[config.mk]
export PLATFORM = sky130hd
export DESIGN_NAME = load_store_unit_flat
export DESIGN_NICKNAME = d
export VERILOG_FILES = /design/src/rtl/load_store_unit_if.sv /design/src/rtl/load_store_unit.sv /design/src/flat_wrapper.sv
export SDC_FILE = /design/constraint.sdc
export NUM_CORES = 1
export LEC_CHECK = 0
export ABC_AREA = 1
export BUFFER_PORTS_ARGS = -buffer_cell sky130_fd_sc_hd__buf_4
export CAP_MARGIN = 20
export CELL_PAD_IN_SITES_DETAIL_PLACEMENT = 1
export CELL_PAD_IN_SITES_GLOBAL_PLACEMENT = 2
export CORE_MARGIN = 2
export CORE_UTILIZATION = 25
export DETAILED_ROUTE_END_ITERATION = 8
export PLACE_DENSITY = 0.73
export SLEW_MARGIN = 0
export SYNTH_ARGS = -nofsm -noshare
export SYNTH_HDL_FRONTEND = slang
export SYNTH_SLANG_ARGS = --single-unit
[constraint.sdc]
create_clock -name clk -period 2.25 [get_ports clk]
set_clock_uncertainty 0.05 [all_clocks]
set_input_delay 0.1125 -clock clk [delete_from_list [all_inputs] [get_ports clk]]
set_output_delay 0.1125 -clock clk [all_outputs]
set_load 0.005 [all_outputs]
[src/rtl/load_store_unit_if.sv]
// Data-memory bus between the load/store unit (master) and the memory
// fabric (slave).
//   req/we/be/addr/wdata : request channel, driven by the master
//   gnt                  : request accepted this cycle, driven by the slave
//   rvalid/rdata         : read response, driven by the slave
interface load_store_unit_if;
    logic        req;
    logic        gnt;
    logic        we;
    logic [3:0]  be;
    logic [31:0] addr;
    logic [31:0] wdata;
    logic        rvalid;
    logic [31:0] rdata;

    modport master (
        output req, we, be, addr, wdata,
        input  gnt, rvalid, rdata
    );

    modport slave (
        input  req, we, be, addr, wdata,
        output gnt, rvalid, rdata
    );
endinterface

[src/rtl/load_store_unit.sv]
// Load/store unit: initiator side of the data-memory interface.
// Accepts one load/store from the MEM stage, issues a word-aligned bus
// request with byte enables, waits for grant (and read data for loads),
// then returns the lane-extracted, sign/zero-extended load result.
//   clk, rst            : clock, synchronous active-high reset
//   lsu_*  (inputs)     : op request from MEM stage, held until lsu_done
//   lsu_rdata/done      : registered result and one-cycle completion pulse
//   lsu_misaligned      : completion with alignment/size fault
//   lsu_bus_err         : completion with bus timeout
//   lsu_stall           : combinational pipeline stall
//   mem                 : data-memory bus (master side)
module load_store_unit #(
    parameter int unsigned TIMEOUT_CYCLES = 64
) (
    input  logic                     clk,
    input  logic                     rst,
    input  logic                     lsu_valid,
    input  logic                     lsu_is_store,
    input  logic [1:0]               lsu_size,
    input  logic                     lsu_unsigned,
    input  logic [31:0]              lsu_addr,
    input  logic [31:0]              lsu_wdata,
    output logic [31:0]              lsu_rdata,
    output logic                     lsu_done,
    output logic                     lsu_stall,
    output logic                     lsu_misaligned,
    output logic                     lsu_bus_err,
    load_store_unit_if.master        mem
);

    localparam int unsigned DATA_W = 32;
    localparam int unsigned BE_W   = 4;
    localparam int unsigned CNT_W  = 32;

    typedef enum logic [1:0] {
        IDLE = 2'd0,
        REQ  = 2'd1,
        WAIT = 2'd2,
        DONE = 2'd3
    } state_e;

    state_e              state_q, state_d;
    logic [1:0]          size_q, size_d;
    logic [1:0]          lo_q, lo_d;
    logic                uns_q, uns_d;
    logic                store_q, store_d;
    logic [CNT_W-1:0]    cnt_q, cnt_d;
    logic                req_q, req_d;
    logic                we_q, we_d;
    logic [BE_W-1:0]     be_q, be_d;
    logic [DATA_W-1:0]   maddr_q, maddr_d;
    logic [DATA_W-1:0]   mwdata_q, mwdata_d;
    logic                done_q, done_d;
    logic [DATA_W-1:0]   rdata_q, rdata_d;
    logic                mis_q, mis_d;
    logic                berr_q, berr_d;

    logic                fault_c;
    logic [CNT_W-1:0]    cnt_inc_c;
    logic                timeout_c;

    // Byte enables for an aligned access of the given size.
    function automatic logic [BE_W-1:0] byte_en(input logic [1:0] size, input logic [1:0] lo);
        case (size)
            2'b00:   byte_en = 4'b0001 << lo;
            2'b01:   byte_en = 4'b0011 << {lo[1], 1'b0};
            default: byte_en = 4'b1111;
        endcase
    endfunction

    // Replicate low-aligned store data across every lane it could land in.
    function automatic logic [DATA_W-1:0] store_lanes(input logic [1:0] size, input logic [DATA_W-1:0] wd);
        case (size)
            2'b00:   store_lanes = {4{wd[7:0]}};
            2'b01:   store_lanes = {2{wd[15:0]}};
            default: store_lanes = wd;
        endcase
    endfunction

    // Shift the addressed lane down and extend to a full word.
    function automatic logic [DATA_W-1:0] load_extend(input logic [DATA_W-1:0] word,
                                                      input logic [1:0]        size,
                                                      input logic [1:0]        lo,
                                                      input logic              uns);
        logic [DATA_W-1:0] sh;
        sh = word >> {lo, 3'b000};
        case (size)
            2'b00:   load_extend = uns ? {24'd0, sh[7:0]}   : {{24{sh[7]}}, sh[7:0]};
            2'b01:   load_extend = uns ? {16'd0, sh[15:0]}  : {{16{sh[15]}}, sh[15:0]};
            default: load_extend = sh;   // word accesses are aligned, so sh == word
        endcase
    endfunction

    // Alignment / illegal-size check on the incoming op.
    assign fault_c = (lsu_size == 2'b11)
                   || ((lsu_size == 2'b10) && (lsu_addr[1:0] != 2'b00))
                   || ((lsu_size == 2'b01) && lsu_addr[0]);

    // Bus-wait timeout; a completing handshake in the same cycle wins.
    assign cnt_inc_c = cnt_q + CNT_W'(1);
    assign timeout_c = (TIMEOUT_CYCLES != 32'd0) && (cnt_inc_c >= CNT_W'(TIMEOUT_CYCLES));

    // Next-state and registered-output logic.
    always_comb begin
        state_d  = state_q;
        size_d   = size_q;
        lo_d     = lo_q;
        uns_d    = uns_q;
        store_d  = store_q;
        cnt_d    = cnt_q;
        req_d    = req_q;
        we_d     = we_q;
        be_d     = be_q;
        maddr_d  = maddr_q;
        mwdata_d = mwdata_q;
        done_d   = 1'b0;
        rdata_d  = rdata_q;
        mis_d    = mis_q;
        berr_d   = berr_q;

        unique case (state_q)
            IDLE: begin
                if (lsu_valid) begin
                    size_d  = lsu_size;
                    lo_d    = lsu_addr[1:0];
                    uns_d   = lsu_unsigned;
                    store_d = lsu_is_store;
                    if (fault_c) begin
                        state_d = DONE;
                        done_d  = 1'b1;
                        mis_d   = 1'b1;
                        rdata_d = '0;
                    end else begin
                        state_d  = REQ;
                        cnt_d    = '0;
                        req_d    = 1'b1;
                        we_d     = lsu_is_store;
                        be_d     = byte_en(lsu_size, lsu_addr[1:0]);
                        maddr_d  = {lsu_addr[31:2], 2'b00};
                        mwdata_d = store_lanes(lsu_size, lsu_wdata);
                    end
                end
            end
            REQ: begin
                cnt_d = cnt_inc_c;
                if (mem.gnt || timeout_c) begin
                    req_d    = 1'b0;
                    we_d     = 1'b0;
                    be_d     = '0;
                    maddr_d  = '0;
                    mwdata_d = '0;
                end
                if (mem.gnt) begin
                    if (store_q) begin
                        state_d = DONE;
                        done_d  = 1'b1;
                        rdata_d = '0;
                    end else begin
                        state_d = WAIT;
                    end
                end else if (timeout_c) begin
                    state_d = DONE;
                    done_d  = 1'b1;
                    berr_d  = 1'b1;
                    rdata_d = '0;
                end
            end
            WAIT: begin
                cnt_d = cnt_inc_c;
                if (mem.rvalid) begin
                    state_d = DONE;
                    done_d  = 1'b1;
                    rdata_d = load_extend(mem.rdata, size_q, lo_q, uns_q);
                end else if (timeout_c) begin
                    state_d = DONE;
                    done_d  = 1'b1;
                    berr_d  = 1'b1;
                    rdata_d = '0;
                end
            end
            DONE: begin
                // Result and flags are only meaningful during the done pulse.
                state_d = IDLE;
                rdata_d = '0;
                mis_d   = 1'b0;
                berr_d  = 1'b0;
            end
            default: state_d = IDLE;
        endcase
    end

    // State and output registers.
    always_ff @(posedge clk) begin
        if (rst) begin
            state_q  <= IDLE;
            size_q   <= '0;
            lo_q     <= '0;
            uns_q    <= 1'b0;
            store_q  <= 1'b0;
            cnt_q    <= '0;
            req_q    <= 1'b0;
            we_q     <= 1'b0;
            be_q     <= '0;
            maddr_q  <= '0;
            mwdata_q <= '0;
            done_q   <= 1'b0;
            rdata_q  <= '0;
            mis_q    <= 1'b0;
            berr_q   <= 1'b0;
        end else begin
            state_q  <= state_d;
            size_q   <= size_d;
            lo_q     <= lo_d;
            uns_q    <= uns_d;
            store_q  <= store_d;
            cnt_q    <= cnt_d;
            req_q    <= req_d;
            we_q     <= we_d;
            be_q     <= be_d;
            maddr_q  <= maddr_d;
            mwdata_q <= mwdata_d;
            done_q   <= done_d;
            rdata_q  <= rdata_d;
            mis_q    <= mis_d;
            berr_q   <= berr_d;
        end
    end

    assign mem.req        = req_q;
    assign mem.we         = we_q;
    assign mem.be         = be_q;
    assign mem.addr       = maddr_q;
    assign mem.wdata      = mwdata_q;
    assign lsu_rdata      = rdata_q;
    assign lsu_done       = done_q;
    assign lsu_misaligned = mis_q;
    assign lsu_bus_err    = berr_q;
    assign lsu_stall      = lsu_valid && !done_q;

endmodule

[src/flat_wrapper.sv]
// flat-port wrapper written by rule: the top's interface ports become plain ports
module load_store_unit_flat 
#(
    parameter int unsigned TIMEOUT_CYCLES = 64
)
  (clk, rst, lsu_valid, lsu_is_store, lsu_size, lsu_unsigned, lsu_addr, lsu_wdata, lsu_rdata, lsu_done, lsu_stall, lsu_misaligned, lsu_bus_err, mem_req, mem_we, mem_be, mem_addr, mem_wdata, mem_gnt, mem_rvalid, mem_rdata);
  load_store_unit_if mem_i ();
  input  logic clk;
  input  logic rst;
  input  logic lsu_valid;
  input  logic lsu_is_store;
  input  logic [1:0] lsu_size;
  input  logic lsu_unsigned;
  input  logic [31:0] lsu_addr;
  input  logic [31:0] lsu_wdata;
  output logic [31:0] lsu_rdata;
  output logic lsu_done;
  output logic lsu_stall;
  output logic lsu_misaligned;
  output logic lsu_bus_err;
  output wire logic [$bits(mem_i.req)-1:0] mem_req;
  output wire logic [$bits(mem_i.we)-1:0] mem_we;
  output wire logic [$bits(mem_i.be)-1:0] mem_be;
  output wire logic [$bits(mem_i.addr)-1:0] mem_addr;
  output wire logic [$bits(mem_i.wdata)-1:0] mem_wdata;
  input wire logic [$bits(mem_i.gnt)-1:0] mem_gnt;
  input wire logic [$bits(mem_i.rvalid)-1:0] mem_rvalid;
  input wire logic [$bits(mem_i.rdata)-1:0] mem_rdata;
  assign mem_req = mem_i.req;
  assign mem_we = mem_i.we;
  assign mem_be = mem_i.be;
  assign mem_addr = mem_i.addr;
  assign mem_wdata = mem_i.wdata;
  assign mem_i.gnt = mem_gnt;
  assign mem_i.rvalid = mem_rvalid;
  assign mem_i.rdata = mem_rdata;
  load_store_unit #(.TIMEOUT_CYCLES(TIMEOUT_CYCLES)) u_core (.clk(clk), .rst(rst), .lsu_valid(lsu_valid), .lsu_is_store(lsu_is_store), .lsu_size(lsu_size), .lsu_unsigned(lsu_unsigned), .lsu_addr(lsu_addr), .lsu_wdata(lsu_wdata), .lsu_rdata(lsu_rdata), .lsu_done(lsu_done), .lsu_stall(lsu_stall), .lsu_misaligned(lsu_misaligned), .lsu_bus_err(lsu_bus_err), .mem(mem_i));
endmodule
==> results of run 1 <==
-- path summary, 6_finish.rpt --
path                                          start                    to  slack, ns  cells after the start
worst max-delay path                u_core.cnt_q[1]    u_core.mem.addr[6]      -0.41                     14
worst min-delay path                  lsu_wdata[15]  u_core.mem.wdata[15]       0.04                      3
worst max register to register      u_core.cnt_q[1]    u_core.mem.addr[6]      -0.41                     14
worst min register to register  u_core.mem.wdata[5]   u_core.mem.wdata[5]       0.41                      2
-- cells in the final DEF (no fill, tap or decap), drive strengths merged, types with 6 or more instances in the layout --
cell type      n
nand2        530
nand3        101
nor2          89
o21ai         60
clkinv         7
ha             8
o211ai        30
inv          102
a21oi        146
clkbuf        20
nand4          6
or2           10
dlygate4sd3   66
nand3b        11
buf          346
dfxtp        143
-- flip-flops by register name, indices dropped and copies added, names as in the netlist, 2 cells and up --
signal,count
u_core.cnt_q,32
u_core.lo_q,2
u_core.lsu_rdata,32
u_core.mem.addr,30
u_core.mem.be,4
u_core.mem.wdata,32
u_core.size_q,2
u_core.state_q,2
-- worst reg2reg max path, stage by stage, from the launching register on --
cell	delay [ns]
dfxtp_4	0.38
ha_4	0.17
nand3_1	0.18
nor2_2	0.19
xor2_1	0.12
or2_2	0.35
nor2_4	0.16
nand3_4	0.13
nor2_8	0.15
nand2_4	0.06
nand2_4	0.10
buf_4	0.16
buf_12	0.14
nand2_1	0.09
a21oi_1	0.17
-- what timing repair did --
action	4_1_cts	5_1_grt
hold endpoints to repair	69	0
pin swaps	26	38
buffers inserted	13	11
hold buffers	66	0
cloned	5	2
setup endpoints to repair	104	134
gates resized for setup	67	84
-- area by class of cell --
cell class	count	area (um2)	share of cell area, %
multi-input combinational	1013	5027	38.68
timing repair buffer	414	3541	27.24
sequential	143	2910	22.39
tap	442	553.0	4.255
clock buffer	18	439.2	3.379
inverter	96	362.8	2.792
clock inverter	14	163.9	1.261
-- where the power goes --
part	total [W]	internal, W	leakage (nW)	switching [W]
clock network	0.00300	0.00162	0.299	0.00138
logic	0.00280	0.00118	4.19	0.00162
registers	0.00280	0.00268	1.17	0.000117
-- routing by layer --
metal / wire, um / share of wire, % / GRT usage [%] / up-vias
met3: 1777 / 5.1 / 5.118 / 12
li1: - / - / - / 4989
met2: 17220 / 49 / 35.40 / 189
met4: 190 / 0.54 / 3.232 / 0
met5: 0 / 0 / 0 / -
met1: 15930 / 45 / 26.37 / 4723
-- metrics by stage --
step	power [W]	setup WS (ns)	instances	util, %	hold WS, ns
floorplan	0.004085	0.001301	1327	-	0.2115
global route	0.009087	-0.5976	2140	40.25	0.05806
finish	0.008596	-0.4127	2140	40.25	0.03995
detailed placement	0.005144	-0.5097	2013	33.81	0.3347
CTS	0.008619	-0.3347	2129	39.20	0.03270
global placement	0.005127	-0.4903	2013	33.81	0.3268
-- logic make-up (layout without fill, tap and decap cells) --
family,after synthesis,after routing
compound gates,244,244
xor+xnor,6,6
fa+ha+maj,8,8
buf+inv,171,542
flops,143,143
other cells,1,2
simple gates,753,753
==> metrics.txt, run 1 <==
cell with the most instances after synthesis=nand2_1; top cells by count, synth=nand2_1, a21oi_1, dfxtp_1; initial antenna violation count=0; Synth top area share=35.13%; critical path type=reg -> reg; Area growth, synth to finish=59.50%; IO Port Bufs=208; area of the mapped netlist=8149 um2; Post-synth EDFFs=0; WP buf/inv=2; setup slack after layout=-0.4127 ns; Filler cells=4,058; maximum vdd ir drop=514.2 uV; main combinational cell family by area after synthesis=simple AND/OR/NAND/NOR gates; leakage=5.657 nW; max-slew violation count=0; TritonCTS clock tree=built; via count=9,913; minimum period implied by the final worst setup slack=2.663 ns; Setup crit start kind=flop; most frequent CP cell=nand2_4; dominant synthesized flop cell=dfxtp_1; placed inst area=10,920 um2; failing checks=negative setup slack; nets@finish=1,798; post-synthesis sequential area ratio=35.13%; setup TNS=-31.92 ns; Skew-Pair Late Insertion Delay=0.43 ns; clk root buf=clkbuf_16; critical-path cell list=ha_4 > nand3_1 > nor2_2 > xor2_1 > or2_2 > nor2_4 > nand3_4 > nor2_8 > nand2_4 > nand2_4 > buf_4 > buf_12 > nand2_1 > a21oi_1; htree depth=4; row cnt=66; CP top delay family=simple AND/OR/NAND/NOR gates; Synth Instances=1,326; first-pass iteration count of the detailed router=4; DP HPWL=24,000 um; vias in the first global route=10,260; die height=184.5 um; Post-synth ARST share=0%; Synth Area in Compound Gates=16.12%; GR Util All Layers=20.58%; Syn Area/Cell=6.146 um2; Crit Path Max Fanout=10; slowest cell on the critical path=dfxtp_4; post-synthesis adder-cell area fraction=1.228%; Worst setup EP type=flop; core outline area=32,290 um2; Final GP Congestion=0.7919; Initial Util=25.24%; simple-gate share of the synthesized area=38.46%; Worst slew margin=53.07%; Vias/cell=4.632; total gr overflow=0; Critical Path AT=2.97 ns; power density cells=661.4 nW/um2; largest net degree at the start of global routing=52; Area contributors post-synth=dfxtp_1, nand2_1, a21oi_1; area share of xor/xnor cells in the synthesized design=0.6449%; achievable clock frequency=375.6 MHz; Starting DRT DRC Count=410; CTS sink cnt=143; # diodes=0; Hold Crit Class=in -> reg; # setup viols final=104; Data required, critical path=2.56 ns; status=complete, but fails checks; Clock transition at path regs=0.08 ns; Inserted Clock Buffers=17; fraction of layout cells with a size suffix above 1=30.86%; ratio of final minimum period to clock period=118.3%; Routed WL=35,130 um; Synth cell types=36; residual DRC count=0; mean routed wirelength per cell=16.41 um; leading area contributor after synthesis=dfxtp_1; Max Cap Viol=0; I/O pin count=211; Die W=184.5 um; Routed Antenna Nets=0; Slew @ Worst Pin=0.7032 ns; mux share of post-synthesis cell area=0%; die footprint=34,060 um2; final hold vios=0; CTS max path bufs=2; largest stage delay on the critical path=0.38 ns; Post-Layout Inst Area=13,000 um2; RSZ-0062 raised after global routing=true; first-pass GRT wire length=55,430 um; synth warn=0; register bit count reported by yosys=143
(Power assumes the default switching activity.)
==> run 2: changes to the inputs <==
--- a/config.mk
+++ b/config.mk
@@ -10,6 +10,7 @@
 export CAP_MARGIN = 20
 export CELL_PAD_IN_SITES_DETAIL_PLACEMENT = 1
 export CELL_PAD_IN_SITES_GLOBAL_PLACEMENT = 2
+export CORE_ASPECT_RATIO = 1.2
 export CORE_MARGIN = 2
 export CORE_UTILIZATION = 25
 export DETAILED_ROUTE_END_ITERATION = 8
==> run 2 against run 1 <==
Compared with the run above: the flow still finishes with violations (negative setup slack); register-to-register slack improved by 0.06 ns; non-clock buffer count fell by 10; die area barely moved; cell count fell by 2.1%; final area rose by 3.2%; sequential share of layout area fell by 0.77 points; critical endpoint is now u_core.mem.wdata[10]; largest cell class unchanged.
==> metrics.txt, run 2 (same netlist as run 1, synthesis figures left out) <==
I/O pin count=211 (unchanged); mean routed wirelength per cell=16.99 um (+3.5%); htree depth=4 (unchanged); initial antenna violation count=0 (unchanged); residual DRC count=0 (unchanged); critical-path cell list=ha_4 > inv_4 > nor2_4 > nand4_1 > nand2_1 > nand2_2 > nor2_4 > nand3_2 > nor2_4 > nand3_4 > nor2_8 > nand2_4 > nand2_8 > buf_12 > clkbuf_16 > nand2_4 > a21oi_2; commonest non-fill, non-tap cell in the layout=nand2_1; CP top delay family=simple AND/OR/NAND/NOR gates; row cnt=72 (+9.1%); # diodes=0 (unchanged); clk root buf=clkbuf_16; overall power=0.008803 W (+2.4%); ratio of final minimum period to clock period=115.8% (-2.5 points); Vias/cell=4.754 (+2.6%); Critical Path AT=2.93 ns (-0.04 ns); leakage=5.686 nW (+0.51%); most frequent cells in the layout=nand2_1, buf_4, dfxtp_1, inv_1, nand3_1; CTS sink cnt=143 (unchanged); final core occ=41.70% (+1.4 points); footprint of the multi-input gates=5534 um2 (+10%); Inserted Clock Buffers=17 (unchanged); status=complete, but fails checks; Crit Path Max Fanout=7 (-3); CP Launch Point=u_core.cnt_q[0]; worst setup path endpoint=u_core.mem.wdata[10]; TritonCTS clock tree=built; achievable clock frequency=383.7 MHz (+2.2%); Initial Util=25.34% (+0.10 points); dpl cells=1,976 (-1.8%); Worst slew margin=53.56% (+0.49 points); Filler cells=3,965 (-2.3%); power density cells=656.4 nW/um2 (-0.75%); worst reg-to-reg setup slack=-0.36 ns (+0.06 ns); Cell Count, Final, Fillers Out=2,095 (-2.1%); WP buf/inv=3 (+1); first-pass iteration count of the detailed router=4 (unchanged); Starting DRT DRC Count=367 (-10%); Area growth, synth to finish=64.56%; RR Endpoint=u_core.mem.wdata[10]; setup TNS=-31.07 ns (+0.8514 ns); most frequent CP cell=nor2_4; GR Util All Layers=20.26% (-0.32 points); vias in the first global route=10,520 (+2.5%); nets@finish=1,788 (-0.56%); die footprint=34,060 um2 (about the same); Worst setup EP type=flop; failing checks=negative setup slack; Data required, critical path=2.57 ns (about the same); WP depth=17 (+3); FF+latch area=2899 um2 (-0.39%); Routed Antenna Nets=0 (unchanged); largest net degree at the start of global routing=68 (+31%); Final GP Congestion=0.8358 (+5.5%); Clock transition at path regs=0.07 ns (about the same); Reg2Reg Depth=17 (+3); Slew @ Worst Pin=0.6959 ns (-0.007321 ns); total gr overflow=0 (unchanged); maximum vdd ir drop=456.3 uV (-11%); placed inst area=10,870 um2 (-0.42%); Reg-to-Reg Start=u_core.cnt_q[0]; final hold vios=0 (unchanged); first-pass GRT wire length=55,270 um (-0.30%); largest stage delay on the critical path=0.37 ns (about the same); max-slew violation count=0 (unchanged); minimum period implied by the final worst setup slack=2.606 ns (-0.05628 ns); critical path type=reg -> reg; IO Port Bufs=208 (unchanged); setup slack after layout=-0.3564 ns (+0.05628 ns); DP HPWL=24,520 um (+2.2%); Die W=168.8 um (-8.5%); via count=9,959 (+0.46%); Skew-Pair Late Insertion Delay=0.43 ns (about the same); core outline area=32,160 um2 (-0.40%); RSZ-0062 raised after global routing=true; CTS max path bufs=2 (unchanged); Max Cap Viol=0 (unchanged); Routed WL=35,600 um (+1.4%); # setup viols final=103 (-0.96%); die height=201.8 um (+9.3%); Post-Layout Inst Area=13,410 um2 (+3.2%); slowest cell on the critical path=dfxtp_4; Hold Crit Class=in -> reg; fraction of layout cells with a size suffix above 1=36.49% (+5.6 points); Setup crit start kind=flop
[run 2: cell count changes in the layout (fill, tap and decap cells not counted), sizes merged]
| cell | previous run | this run |
|---|---|---|
| clkinv | 7 | 6 |
| inv | 102 | 101 |
| clkbuf | 20 | 22 |
| clkinvlp | 0 | 2 |
| buf | 346 | 335 |
| dlygate4sd3 | 66 | 65 |
[run 2: per-stage QoR]
stage,hold slack (ns),setup slack [ns]
2_1_floorplan,0.2115,0.001301
3_3_place_gp,0.3281,-0.4040
3_5_place_dp,0.3354,-0.4493
4_1_cts,0.003977,-0.3317
5_1_grt,0.01738,-0.5332
6_report,0.005676,-0.3564
[run 2: what timing repair did]
action / CTS / global route
setup buffers: 11 / 6
resized for setup: 79 / 213
endpoints found under the hold margin: 66 / 0
hold buffers: 65 / 0
pin swaps: 27 / 61
cloned: 4 / 4
setup endpoints to repair: 105 / 105
[run 2: routing by layer]
metal	up-vias	GRT usage, %	wire length (um)
met1	4768	23.46	14650
li1	4969	-	-
met4	0	4.988	532
met3	27	5.326	1959
met5	-	0	0
met2	195	36.87	18460
[run 2: how the worst min path moves through the flow]
stage                   from  slack (ns)  depth (start not counted)              endpoint
6_report        lsu_wdata[9]       0.006                          3   u_core.mem.wdata[9]
5_1_grt         lsu_wdata[9]        0.02                          3   u_core.mem.wdata[9]
4_1_cts        lsu_wdata[15]       0.004                          3  u_core.mem.wdata[15]
3_5_place_dp     lsu_addr[7]        0.34                          3    u_core.mem.addr[7]
3_3_place_gp     lsu_addr[3]        0.33                          3    u_core.mem.addr[3]
2_1_floorplan   lsu_addr[10]        0.21                          2   u_core.mem.addr[10]
[run 2: final cells by class]
| cell class | instances | area share, % |
|---|---|---|
| inverter | 96 | 2.706 |
| timing repair buffer | 404 | 26.25 |
| clock buffer | 18 | 3.275 |
| sequential | 143 | 21.62 |
| clock inverter | 14 | 1.082 |
| tap | 407 | 3.797 |
| multi-input combinational | 1013 | 41.27 |
[run 2: worst reg2reg max path, cell delays in order (launching register included)]
cell	delay, ns
dfxtp_4	0.37
ha_4	0.17
inv_4	0.05
nor2_4	0.21
nand4_1	0.15
nand2_1	0.12
nand2_2	0.07
nor2_4	0.14
nand3_2	0.09
nor2_4	0.14
nand3_4	0.15
nor2_8	0.14
nand2_4	0.08
nand2_8	0.10
buf_12	0.15
clkbuf_16	0.18
nand2_4	0.05
a21oi_2	0.12
[run 2: report_power, final]
group	internal, W	switching (W)	leakage [nW]
clock network	0.00160	0.00134	0.284
logic	0.00128	0.00176	4.23
registers	0.00268	0.000144	1.17
total	0.00556	0.00324	5.69
==> run 3: changes to the inputs <==
--- a/config.mk
+++ b/config.mk
@@ -5,14 +5,13 @@
 export SDC_FILE = /design/constraint.sdc
 export NUM_CORES = 1
 export LEC_CHECK = 0
-export ABC_AREA = 1
 export BUFFER_PORTS_ARGS = -buffer_cell sky130_fd_sc_hd__buf_4
 export CAP_MARGIN = 20
 export CELL_PAD_IN_SITES_DETAIL_PLACEMENT = 1
 export CELL_PAD_IN_SITES_GLOBAL_PLACEMENT = 2
 export CORE_ASPECT_RATIO = 1.2
 export CORE_MARGIN = 2
-export CORE_UTILIZATION = 25
+export CORE_UTILIZATION = 27
 export DETAILED_ROUTE_END_ITERATION = 8
 export PLACE_DENSITY = 0.73
 export SLEW_MARGIN = 0
==> run 3 against run 2 <==
Compared with the run above: the run still ends with negative setup slack left; non-clock buffer count increased by 46; first-iteration DRC count up 5.2%; synthesized area shrank 4.2%; flip-flop and latch count is the same; hold slack better by 0.0019 ns; via count down 9.2%; wire length shrank 7.2%; clock-buffer cell count up 2; synthesized cell count fell by 24%; critical endpoint is now u_core.mem.addr[20]; largest cell class unchanged; highest routed layer unchanged.
==> metrics.txt, run 3 <==
Clock transition at path regs=0.07 ns (about the same); critical path type=reg -> reg; Synth Instances=1,009 (-24%); I/O pin count=211 (unchanged); post-synthesis sequential area ratio=36.67% (+1.5 points); setup slack after layout=-0.7992 ns (-0.4428 ns); # setup viols final=105 (+1.9%); max-slew violation count=0 (unchanged); footprint of the multi-input gates=5004 um2 (-9.6%); synth warn=0 (unchanged); Max Cap Viol=0 (unchanged); Worst setup EP type=flop; Die W=159.2 um (-5.7%); Routed WL=33,040 um (-7.2%); die footprint=30,290 um2 (-11%); Skew-Pair Late Insertion Delay=0.44 ns (about the same); first-pass GRT wire length=50,850 um (-8.0%); Critical Path AT=3.37 ns (+0.44 ns); minimum period implied by the final worst setup slack=3.049 ns (+0.4428 ns); register bit count reported by yosys=143 (unchanged); area of the mapped netlist=7806 um2 (-4.2%); row cnt=68 (-5.6%); Final GP Congestion=0.8405 (+0.56%); nets@finish=1,507 (-16%); Routed Antenna Nets=0 (unchanged); Post-synth ARST share=0% (unchanged); clk root buf=clkbuf_16; Initial Util=27.31% (+2.0 points); Vias/cell=5.047 (+6.2%); Data required, critical path=2.57 ns (about the same); Synth cell types=72 (+100%); commonest non-fill, non-tap cell in the layout=buf_4; largest net degree at the start of global routing=44 (-35%); IO Port Bufs=208 (unchanged); GR Util All Layers=20.89% (+0.63 points); slowest cell on the critical path=or4_4; Setup crit start kind=flop; initial antenna violation count=0 (unchanged); Synth top area share=36.67% (+1.5 points); Syn Area/Cell=7.737 um2 (+26%); most frequent CP cell=buf_12; leakage=5.251 nW (-7.7%); Area growth, synth to finish=63.86%; CTS max path bufs=2 (unchanged); final hold slack=0.007577 ns (+0.001900 ns); mean routed wirelength per cell=18.44 um (+8.5%); top cells by count, synth=dfxtp_1, nand2_1, a21oi_1; failing checks=negative setup slack; overall power=0.01042 W (+18%); most frequent cells in the layout=buf_4, dfxtp_1, nand2_1, a21oi_1, nor2_1; leading area contributor after synthesis=dfxtp_1; Post-synth EDFFs=0 (unchanged); largest stage delay on the critical path=0.59 ns (+0.22 ns); Hold Crit Class=in -> reg; achievable clock frequency=328.0 MHz (-15%); Inserted Clock Buffers=17 (unchanged); # diodes=0 (unchanged); final hold vios=0 (unchanged); htree depth=4 (unchanged); TritonCTS clock tree=built; Slew @ Worst Pin=1.088 ns (+0.3923 ns); RSZ-0062 raised after global routing=true; DP HPWL=23,250 um (-5.2%); ratio of final minimum period to clock period=135.5% (+20 points); cell with the most instances after synthesis=dfxtp_1; Area contributors post-synth=dfxtp_1, a21oi_1, mux2i_1; power density cells=814.7 nW/um2 (+24%); Starting DRT DRC Count=386 (+5.2%); Filler cells=3,426 (-14%); Crit Path Max Fanout=16 (+9); first-pass iteration count of the detailed router=4 (unchanged); Worst slew margin=27.19% (-26 points); WP buf/inv=3 (unchanged); CTS sink cnt=143 (unchanged); total gr overflow=0 (unchanged); die height=190.3 um (-5.7%); residual DRC count=0 (unchanged); vias in the first global route=9,434 (-10%); via count=9,045 (-9.2%); CP top delay family=simple AND/OR/NAND/NOR gates; FF+latch area=2900 um2 (about the same); status=complete, but fails checks; fraction of layout cells with a size suffix above 1=37.38% (+0.89 points); maximum vdd ir drop=449.4 uV (-1.5%); core outline area=28,590 um2 (-11%); critical-path cell list=ha_4 > nand4_1 > or4_4 > nor3_4 > o22ai_2 > or4_4 > o31ai_4 > buf_12 > buf_12 > buf_12 > nand2_1 > a21oi_2; dominant synthesized flop cell=dfxtp_1; worst reg-to-reg setup slack=-0.80 ns (-0.44 ns)
-- run 3: final cells by class --
type	count	share of cell area, %
Clock inverter	12	0.8021
Clock buffer	20	3.570
Multi-Input combinational cell	767	39.12
Timing Repair Buffer	450	29.63
Sequential cell	143	22.67
Inverter	15	0.4402
Tap cell	385	3.766
-- run 3: kinds of logic (layout without fill, tap and decap cells) --
logic type	Yosys count	count (layout)	share of synthesized area (%)
flip-flops	143	143	36.67
adder cells (fa/ha/maj)	8	8	1.282
AO/OA/AOI/OAI	298	298	23.87
XOR/XNOR	6	6	0.6732
AND/OR/NAND/NOR	402	403	25.36
other	1	2	0.04804
buffers and inverters	101	497	5.674
multiplexers	50	50	6.427
-- run 3: path summary, 6_finish.rpt --
kind,end,cells after the start,startpoint
max,u_core.mem.addr[20],12,u_core.cnt_q[1]
min,u_core.lsu_bus_err,4,mem_gnt
max reg2reg,u_core.mem.addr[20],12,u_core.cnt_q[1]
min reg2reg,u_core.mem.addr[22],2,u_core.mem.addr[22]
-- run 3: where the power goes --
| group | internal [W] | switching, W | total (W) |
|---|---|---|---|
| combinational | 0.00206 | 0.00250 | 0.00456 |
| clock | 0.00150 | 0.00126 | 0.00276 |
| sequential | 0.00286 | 0.000243 | 0.00310 |
-- run 3: per-stage QoR --
| stage | area [um2] | setup TNS, ns | setup slack (ns) | cells | utilization, % |
|---|---|---|---|---|---|
| 5_1_grt | 12790 | -83.35 | -0.9342 | 1792 | 44.74 |
| 6_report | 12790 | -71.81 | -0.7992 | 1792 | 44.74 |
| 2_1_floorplan | 7983 | -58.75 | -0.6151 | 1010 | - |
| 3_5_place_dp | 10820 | -88.92 | -0.9403 | 1667 | 37.86 |
| 4_1_cts | 12320 | -70.06 | -0.7569 | 1777 | 43.10 |
| 3_3_place_gp | 10820 | -86.78 | -0.9111 | 1667 | 37.86 |
-- run 3: per-layer routing --
layer | track usage (%) | up-vias | routed length (um)
li1 | - | 4417 | -
met1 | 24.06 | 4385 | 13750
met2 | 38.21 | 189 | 17130
met3 | 3.849 | 54 | 1120
met4 | 8.287 | 0 | 1035
met5 | 0 | - | 0
-- run 3: repair_timing --
action                                  in CTS  in global routing
hold buffers                                72                  0
hold endpoints to repair                    78                  0
endpoints found under the setup margin     109                124
cloned                                       1                  3
gates resized for setup                     38                 81
setup buffers                                5                 16
pin swaps                                    8                 46
-- run 3: tightest hold or removal path, cell delays in order --
cell	delay, ns
buf_4	0.11
a221oi_1	0.10
o21ai_2	0.05
a221oi_1	0.06
